--- config.mk ---
export PLATFORM = sky130hd
export DESIGN_NAME = comparator_2bit
export DESIGN_NICKNAME = d
export VERILOG_FILES = /design/src/rtl/comparator_pkg.sv /design/src/rtl/cmp_bit_cell.sv /design/src/rtl/comparator_2bit.sv
export SDC_FILE = /design/constraint.sdc
export NUM_CORES = 1
export LEC_CHECK = 0
export CAP_MARGIN = 10
export CORE_AREA = 2 2 39 41
export DETAILED_ROUTE_END_ITERATION = 16
export DIE_AREA = 0 0 41 43
export PLACE_DENSITY = 0.54
export SETUP_SLACK_MARGIN = 0.4
export SLEW_MARGIN = 15
export SYNTH_ARGS = -nofsm -noshare
export SYNTH_HDL_FRONTEND = slang
export SYNTH_HIERARCHICAL = 1
export SYNTH_SLANG_ARGS = --single-unit
--- constraint.sdc ---
create_clock -name clk -period 0.85 [get_ports clk]
set_input_delay 0.085 -clock clk [delete_from_list [all_inputs] [get_ports clk]]
set_output_delay 0.085 -clock clk [all_outputs]
set_load 0.005 [all_outputs]
--- src/rtl/comparator_pkg.sv ---
// Shared types and encodings for the registered magnitude comparator.
// Latency: n/a (declarations only).
// Backpressure: n/a.
//
// cmp_result_t is the one-hot relation vector {gt, eq, lt}. CMP_RESET is the
// all-zero value held before any operand pair has been captured.
package comparator_pkg;

    typedef logic [2:0] cmp_result_t;

    localparam cmp_result_t CMP_GT    = 3'b100;
    localparam cmp_result_t CMP_EQ    = 3'b010;
    localparam cmp_result_t CMP_LT    = 3'b001;
    localparam cmp_result_t CMP_RESET = 3'b000;

    // Pack individual relation flags into the result encoding.
    function automatic cmp_result_t pack_flags(input logic gt, input logic eq, input logic lt);
        return {gt, eq, lt};
    endfunction

endpackage

--- src/rtl/cmp_bit_cell.sv ---
// One bit position of an MSB-first magnitude compare chain.
// Latency: purely combinational.
// Backpressure: none.
//
// Ports:
//   a_i, b_i              operand bits at this position
//   gt_in, eq_in, lt_in   relation decided by the more-significant bits
//   gt_o,  eq_o,  lt_o    relation after including this bit
// SWAP exchanges the gt/lt decision; used only at the MSB of a signed compare,
// where a set bit means "negative" and therefore the smaller operand.
module cmp_bit_cell #(
    parameter bit SWAP = 1'b0
) (
    input  logic a_i,
    input  logic b_i,
    input  logic gt_in,
    input  logic eq_in,
    input  logic lt_in,
    output logic gt_o,
    output logic eq_o,
    output logic lt_o
);

    logic a_hi;
    logic b_hi;

    assign a_hi = a_i & ~b_i;
    assign b_hi = ~a_i & b_i;

    always_comb begin
        gt_o = gt_in;
        eq_o = eq_in;
        lt_o = lt_in;
        // Only the first differing bit from the top may decide; once a higher
        // bit has settled the relation, it passes through unchanged.
        if (eq_in) begin
            gt_o = SWAP ? b_hi : a_hi;
            lt_o = SWAP ? a_hi : b_hi;
            eq_o = ~(a_i ^ b_i);
        end
    end

endmodule

--- src/rtl/comparator_2bit.sv ---
// Registered magnitude comparator, one-hot {gt,eq,lt} result.
// Latency: 1 cycle from the capturing clk edge; one compare per cycle.
// Backpressure: none; c and out_valid hold while in_valid is low.
//
// Ports:
//   clk, rst_n   rising-edge clock, asynchronous active-low reset
//   in_valid     capture a/b on this edge
//   a, b         operands (unsigned, or two's complement when SIGNED=1)
//   c            registered relation: 100 a>b, 010 a==b, 001 a<b, 000 after reset
//   out_valid    set by the first capture, cleared only by reset
module comparator_2bit
    import comparator_pkg::*;
#(
    parameter int unsigned WIDTH  = 2,
    parameter int          SIGNED = 0
) (
    input  logic             clk,
    input  logic             rst_n,
    input  logic             in_valid,
    input  logic [WIDTH-1:0] a,
    input  logic [WIDTH-1:0] b,
    output cmp_result_t      c,
    output logic             out_valid
);

    // Chain runs from the MSB cell (seeded with "equal so far") down to bit 0.
    for (genvar i = 0; i < int'(WIDTH); i++) begin : g_cell
        localparam bit SWAP = (SIGNED != 0) && (i == int'(WIDTH) - 1);

        logic gt_in;
        logic eq_in;
        logic lt_in;
        logic gt_o;
        logic eq_o;
        logic lt_o;

        if (i == int'(WIDTH) - 1) begin : g_seed
            assign gt_in = 1'b0;
            assign eq_in = 1'b1;
            assign lt_in = 1'b0;
        end else begin : g_link
            assign gt_in = g_cell[i+1].gt_o;
            assign eq_in = g_cell[i+1].eq_o;
            assign lt_in = g_cell[i+1].lt_o;
        end

        cmp_bit_cell #(
            .SWAP (SWAP)
        ) u_cell (
            .a_i   (a[i]),
            .b_i   (b[i]),
            .gt_in (gt_in),
            .eq_in (eq_in),
            .lt_in (lt_in),
            .gt_o  (gt_o),
            .eq_o  (eq_o),
            .lt_o  (lt_o)
        );
    end

    cmp_result_t c_nxt;

    assign c_nxt = pack_flags(g_cell[0].gt_o, g_cell[0].eq_o, g_cell[0].lt_o);

    always_ff @(posedge clk or negedge rst_n) begin
        if (!rst_n) begin
            c         <= CMP_RESET;
            out_valid <= 1'b0;
        end else if (in_valid) begin
            c         <= c_nxt;
            out_valid <= 1'b1;
        end
    end

endmodule

After elaboration in Yosys (flattened, before gate mapping). Index checks and enable logic that the tools add are counted. Widths: inputs -> output; s select.

Register bits: 4. Input bits: 7. Word-level logic and storage cells: 17.

Mux-type cells: 3. Bitwise logic cells: 12.

Operator list (number): $not 1->1 (6); $and 1x1->1 (4); $mux 1 (3); $xor 1x1->1 (2).

Longest topological paths before layout. Gate-level depths: netlist of run 1.

Word-level depth: 3. Depth in mapped cells: 5. Mapped depth without buffers: 5.

By module. Netlist of run 1, hierarchy kept.

Modules (own cells, without submodules): comparator_2bit (instances 1, cells an instance 10, area an instance 147.6 µm², seq. area each 100.1 µm²); cmp_bit_cell (instances 2, cells an instance 7, area an instance 62.6 µm², seq. area each 0.0 µm²).

Least setup slack after synthesis of run 1. No wires, ideal clock.

Kind: input port to flip-flop. Start: input port a[1]. End: register c[0]. Setup time: 0.125 ns. Arrival time: 1.073 ns. Required time: 0.725 ns. Setup slack: -0.347 ns. Stages on the path: 5. Buffers on the path: 0. Cell sequence: inv_1 ha_1 and2_2 mux2_2 mux2_2.

Longest elaborated chain between the ends: 3. Elaborated cells between the ends (all ways): 4. Those cells by class: mux: 1; bitwise: 3.

RTL lines: start: declaration (RTL line comparator_2bit.sv:20) `input logic [WIDTH-1:0] a,`; $not 1->1 (RTL line cmp_bit_cell.sv:28) `assign b_hi = ~a_i & b_i;`; $and 1x1->1 (RTL line cmp_bit_cell.sv:28); $mux 1 * (RTL line cmp_bit_cell.sv:36) `if (eq_in) begin`; named net g_cell[0].lt_o (RTL line comparator_2bit.sv:35) `logic lt_o;`; end signal: assignment (RTL line comparator_2bit.sv:70) `c <= c_nxt;`; end: declaration (RTL line comparator_2bit.sv:22) `output cmp_result_t c,`.

The timed path passes the listed nets; every way through them passes the cells marked *. A chain may end at the register's enable or synchronous reset.

Worst setup path in the final report of run 1.
Start: input port b[1]. End: register c[0].

Longest elaborated chain between the ends: 2. Elaborated cells between the ends (all ways): 3. Those cells by class: mux: 1; bitwise: 2.

RTL lines: start: declaration (RTL line comparator_2bit.sv:21) `input logic [WIDTH-1:0] b,`; $and 1x1->1 or $xor 1x1->1 (tied branches) (RTL line cmp_bit_cell.sv:28, cmp_bit_cell.sv:39); $mux 1 * (RTL line cmp_bit_cell.sv:36); named net g_cell[0].lt_o (RTL line comparator_2bit.sv:35).

Marks and branches as above.

==> results.md, run 1 <==
- PnR Total Power: roughly 0.62 mW
- I/O pin total: 11
- Die X-Extent: between 40 and 50 microns
- Worst vdd ir: roughly 0.36 mV
- Diodes inserted: 0
- Clock Path Buffers: 2
- H-Tree Depth: 1
- Fin worst setup slack: -0.292 ns
- Post-synthesis sequential area ratio: a little under two fifths
- Average size of a mapped cell: roughly 11 sq um
- Dpl ws: -0.958 ns
- Layout Utilization: between 30 and 40%
- Failing checks: setup timing
- Row cnt: 14
- CP delay by family, top: multiplexers
- Netlist cell types: 7
- Slowest cell delay on critical path: between 0.2 and 0.3 ns
- Synth warn: 6
- Routed Antenna Nets: 0
- Synth Instances: 24
- Pre-antenna DRT Iters: 1
- Reg-to-Reg Start: c[1]
- Layout cell share with drive strength beyond 1: roughly three fifths
- Clk_skew: 0 ns
- Remaining global-route overflow: 0
- Initial antenna violation count: 0
- Worst-path cell chain: buf_6, buf_8, ha_4, and2_4, mux2_4, mux2_4
- Crit path max-delay cell type: mux2_4
- Reg-to-reg endpoint: c[1]
- CP Class: primary input to flop
- Fin cells: 60
- Starting density of the core: 19.7%
- Hold Buf Count CTS: 0
- Setup crit start kind: primary input
- Worst skew pair latency: approximately 0.23 ns
- RSZ-0062 raised after global routing: true
- Number of global-route vias before repair: about 250
- Clock sink total: 4
- First-pass GRT wire length: 986 microns
- Die Ht: between 40 and 50 microns
- Setup crit end kind: flop
- Setup-failing EPs final: 3
- Max cap viols: 0
- FF-to-FF setup slack: -0.01 ns
- TritonCTS Buffers: 3
- Fmax achieved: around 0.88 GHz
- Most frequent cells in the layout: mux2_4, conb_1, buf_2
- Largest net degree at the start of global routing: 5
- WP data required: 0.96 ns
- Final min period: around 1.1 ns
- CP Max Fanout: 3
- Drc violations: 0
- Via-to-Cell Ratio: ~3.6
- CP Buf/Inv Count: 2
- CTS tree: done
- CP most frequent cell: mux2_4
- Min-Delay Path Class: primary input to async pin
- Root Driver: clkbuf_4
- Most common cell after layout, fill and taps aside: mux2_4
- Final WL: between 500 and 600 microns
- Nets@finish: 57
- Worst-path clk slew: about 0.03 ns
- Yosys reg bits: 4
- 1st-iter DRT viols: 0
- Period utilization: 134%
- Core outline area: around 0.0014 sq mm
- Post-Syn Area: 273 sq um
- Filler cell count: roughly 140
- Outcome: complete, but fails checks
- Input/output buffers: 10
- Via Count: 214
- DIE AREA: around 0.0018 sq mm
- Leakage: between 0.2 and 0.3 nW
- Placed cells: 55
- Reg2Reg Depth: 2
- WL per Instance: 8.97 microns
- P per Cell Area: roughly 1200 mW/mm^2
- GPL Wtd Cong: a little over 0.6
- Total track usage: ~8.4%
- Final hold viol count: 0
- Area Growth Syn to Fin: 89.4%
- Worst Path Arrival: approximately 1.3 ns
- Slew Limit Fails: 0
-- synthesized netlist by cell type --
cell type,instances,area share [%]
and2_2,2,5.5
conb_1,2,2.8
mux2_2,7,29
ha_1,4,18
or2_2,1,2.3
inv_1,4,5.5
dfrtp_1,4,37
-- cell type report --
class                   count  area (sq um)  area share [%]
clock buffers               3          22.5            4.36
well taps                  16          20.0            3.87
flip-flops and latches      4           100            19.4
multi-input cells          19           224            43.3
inverters                   4          32.5            6.30
repair buffers             14           118            22.8
-- cell families (layout without fill, tap and decap cells) --
family / count (synthesis) / count (layout) / synth area share (%)
fa+ha+maj: 4 / 4 / 18.3
buf+inv: 4 / 21 / 5.50
flops: 4 / 4 / 36.7
mux: 7 / 7 / 28.9
other cells: 2 / 5 / 2.75
simple gates: 3 / 3 / 7.80
-- per-layer routing --
layer	vias up	GRT usage [%]	wire, microns
met1	93	8.68	215
met3	0	3.14	58
met5	-	0	0
li1	112	-	-
met2	9	14.1	265
met4	0	4.00	0
-- power by group --
group          leakage, nW  total, mW  switching, mW  internal, mW
clock               0.0138      0.220         0.0632         0.157
sequential          0.0471      0.218        0.00823         0.210
combinational        0.214      0.182         0.0647         0.117
total                0.275      0.620          0.136         0.484
-- flip-flops by register name (all words and copies together) (netlist names) --
name / flops
out_valid: 1
c: 3
-- stage by stage --
stage | area (sq um) | hold WS [ns] | TNS, ns
2_1_floorplan | 353 | -0.211 | -0.561
3_3_place_gp | 488 | 0.291 | -3.13
3_5_place_dp | 488 | 0.301 | -3.19
4_1_cts | 507 | 0.0624 | -0.762
5_1_grt | 517 | 0.0773 | -0.776
6_report | 517 | 0.0614 | -0.714
-- repair_timing --
item,in CTS,in global routing
pin swaps,2,2
hold endpoints to repair,0,0
buffers inserted,2,0
setup endpoints to repair,8,8
gates resized for setup,28,3
-- worst max-delay path by stage --
| stage | endpoint | cells after the start | slack (ns) | start |
|---|---|---|---|---|
| finish | c[0] | 6 | -0.29 | b[1] |
| global route | c[0] | 6 | -0.32 | b[1] |
| CTS | c[0] | 6 | -0.30 | b[1] |
| detailed placement | c[0] | 6 | -0.96 | a[1] |
| global placement | c[0] | 6 | -0.94 | a[1] |
| floorplan | c[2] | 5 | -0.25 | b[1] |
(Power assumes the default switching activity.)
==> run 2, diff against run 1 <==
==> constraint.sdc (replaced) <==
create_clock -name clk -period 1.29 [get_ports clk]
set_input_delay 0.129 -clock clk [delete_from_list [all_inputs] [get_ports clk]]
set_output_delay 0.129 -clock clk [all_outputs]
set_load 0.005 [all_outputs]
==> results.md, run 2 (synthesis gave the netlist of run 1 again) <==
- Reg-to-Reg Start: c[0] (was c[1])
- Worst-path clk slew: 0.04 ns (was 0.03 ns)
- Starting density of the core: 19.7% (unchanged)
- FF/Latch Area: 100 sq um (unchanged)
- TritonCTS Buffers: 3 (unchanged)
- GPL Wtd Cong: 0.572 (was 0.622)
- Setup crit start kind: primary input (unchanged)
- Largest regs: c: 3 flops, out_valid: 1 flops (unchanged)
- Core outline area: 0.00138 sq mm (unchanged)
- CP Class: primary input to flop (unchanged)
- Hold Buf Count CTS: 0 (unchanged)
- Min-Delay Path Class: primary input to async pin (unchanged)
- Number of global-route vias before repair: 236 (was 249)
- Footprint of the multi-input gates: 219 sq um (was 224 sq um)
- RSZ-0062 raised after global routing: true (unchanged)
- Final WL: 521 microns (was 538 microns)
- Via Count: 236 (was 214)
- Most frequent cells in the layout: mux2_4, conb_1, buf_2 (unchanged)
- Diodes inserted: 0 (unchanged)
- 1st-iter DRT viols: 0 (unchanged)
- Slowest cell delay on critical path: 0.30 ns (was 0.29 ns)
- CTS tree: done (unchanged)
- CP Max Fanout: 3 (unchanged)
- H-Tree Depth: 1 (unchanged)
- Period utilization: 90.8%
- Outcome: completed (was complete, but fails checks)
- Worst Path Arrival: 1.29 ns (was 1.25 ns)
- DIE AREA: 0.00176 sq mm (unchanged)
- Die Ht: 43 microns (unchanged)
- Worst-path cell chain: buf_6, buf_8, ha_4, and2_4, mux2_4, mux2_4 (unchanged)
- Clock Path Buffers: 2 (unchanged)
- Most common cell after layout, fill and taps aside: mux2_4 (unchanged)
- Fmax achieved: 0.854 GHz
- Leakage: 0.262 nW (was 0.275 nW)
- Worst vdd ir: 0.189 mV (was 0.358 mV)
- Drc violations: 0 (unchanged)
- Routed Antenna Nets: 0 (unchanged)
- PnR Total Power: 0.426 mW (was 0.620 mW)
- Filler cell count: 142 (was 136)
- Root Driver: clkbuf_4 (unchanged)
- Max reg flops: 3 (unchanged)
- Reg2Reg Depth: 2 (unchanged)
- Crit path max-delay cell type: mux2_4 (unchanged)
- Remaining global-route overflow: 0 (unchanged)
- Fin cells: 60 (unchanged)
- Via-to-Cell Ratio: 3.93 (was 3.57)
- Final hold viol count: 0 (unchanged)
- Layout Utilization: 36.5% (was 37.3%)
- First-pass GRT wire length: 779 microns (was 986 microns)
- Setup-failing EPs final: 0 (was 3)
- WP data required: 1.41 ns (was 0.96 ns)
- Row cnt: 14 (unchanged)
- Final min period: ~1.2 ns
- CP most frequent cell: mux2_4 (unchanged)
- HPWL Detailed: 457 microns
- Slew Limit Fails: 0 (unchanged)
- Nets@finish: 57 (unchanged)
- Area Growth Syn to Fin: 85.3% (was 89.4%)
- Largest net degree at the start of global routing: 5 (unchanged)
- Placed cells: 54 (was 55)
- Die X-Extent: 41 microns (unchanged)
- Largest reg by FF count: c (unchanged)
- Pre-antenna DRT Iters: 1 (unchanged)
- P per Cell Area: 843 mW/mm^2 (was 1200 mW/mm^2)
- Input/output buffers: 10 (unchanged)
- I/O pin total: 11 (unchanged)
- Initial antenna violation count: 0 (unchanged)
- Total track usage: 7.52% (was 8.43%)
- Max cap viols: 0 (unchanged)
- WL per Instance: 8.68 microns (was 8.97 microns)
- FF-to-FF setup slack: 0.43 ns (was -0.01 ns)
- Worst skew pair latency: 0.24 ns (was 0.23 ns)
- Clk_skew: 0 ns (unchanged)
- Layout cell share with drive strength beyond 1: 61.4% (unchanged)
- Clock sink total: 4 (unchanged)
- Reg-to-reg endpoint: c[0] (was c[1])
- Setup crit end kind: flop (unchanged)
run 2: changes by cell type in the layout (fill, tap and decap cells not counted):
cell / delta
and2_2: -1
and2_4: +1
buf_4: +1
buf_6: -1
clkdlybuf4s50_1: +1
dlymetal6s2s_1: -1
mux2_2: +1
mux2_4: -1
or2_2: +1
or2_4: -1
run 2: area by class of cell:
class                      instances  area share [%]
clock buffer                       3            4.46
tap                               16            3.96
multi-input combinational         19            43.3
timing repair buffer              14            22.0
sequential                         4            19.8
inverter                           4            6.44
run 2: worst max path at each step:
stage                     cells after the start  slack (ns)   end  from
after floorplan                               5        0.15  c[2]  b[1]
after global placement                        6       -0.55  c[0]  a[1]
after detailed placement                      6       -0.56  c[0]  a[1]
after CTS                                     6        0.11  c[0]  b[1]
after global routing                          6        0.12  c[0]  b[1]
final                                         6        0.12  c[0]  b[1]
run 2: critical path: cells and delay by family:
| kind | cells | cell delay (ns) |
|---|---|---|
| adders and majority gates | 1 | 0.25 |
| buffers and inverters | 2 | 0.21 |
| muxes | 2 | 0.55 |
| and+or+nand+nor | 1 | 0.15 |
run 2: through the flow:
stage	hold WS, ns	cell area [sq um]	setup TNS, ns	setup WS (ns)
2_1_floorplan	-0.167	352	0	0.147
3_3_place_gp	0.336	479	-1.40	-0.549
3_5_place_dp	0.348	479	-1.44	-0.561
4_1_cts	0.0966	502	0	0.107
5_1_grt	0.0925	505	0	0.116
6_report	0.0950	505	0	0.119
run 2: where the power goes:
part	leakage (nW)	switching, mW	total [mW]	internal (mW)
registers	0.0471	0.00482	0.143	0.138
logic	0.201	0.0437	0.129	0.0852
clock network	0.0138	0.0500	0.154	0.104
total	0.262	0.0986	0.426	0.327
run 2: layer usage:
metal / wire [microns] / global-route usage [%]
met1: 145 / 4.15
met2: 293 / 12.8
met3: 50 / 3.14
met4: 32 / 10.0
met5: 0 / 0
run 2: what timing repair did:
action,in CTS,in global routing
gates resized for setup,28,1
setup endpoints to repair,7,6
buffers inserted,3,0
pin swaps,2,2
==> run 3, diff against run 2 <==
--- a/config.mk
+++ b/config.mk
@@ -5,10 +5,11 @@
 export SDC_FILE = /design/constraint.sdc
 export NUM_CORES = 1
 export LEC_CHECK = 0
-export CAP_MARGIN = 10
+export CAP_MARGIN = 20
 export CORE_AREA = 2 2 39 41
 export DETAILED_ROUTE_END_ITERATION = 16
 export DIE_AREA = 0 0 41 43
+export HOLD_SLACK_MARGIN = 0.08
 export PLACE_DENSITY = 0.54
 export SETUP_SLACK_MARGIN = 0.4
 export SLEW_MARGIN = 15
==> results of run 3 <==
The final DEF is identical to that of run 2; final timing and power are the same.
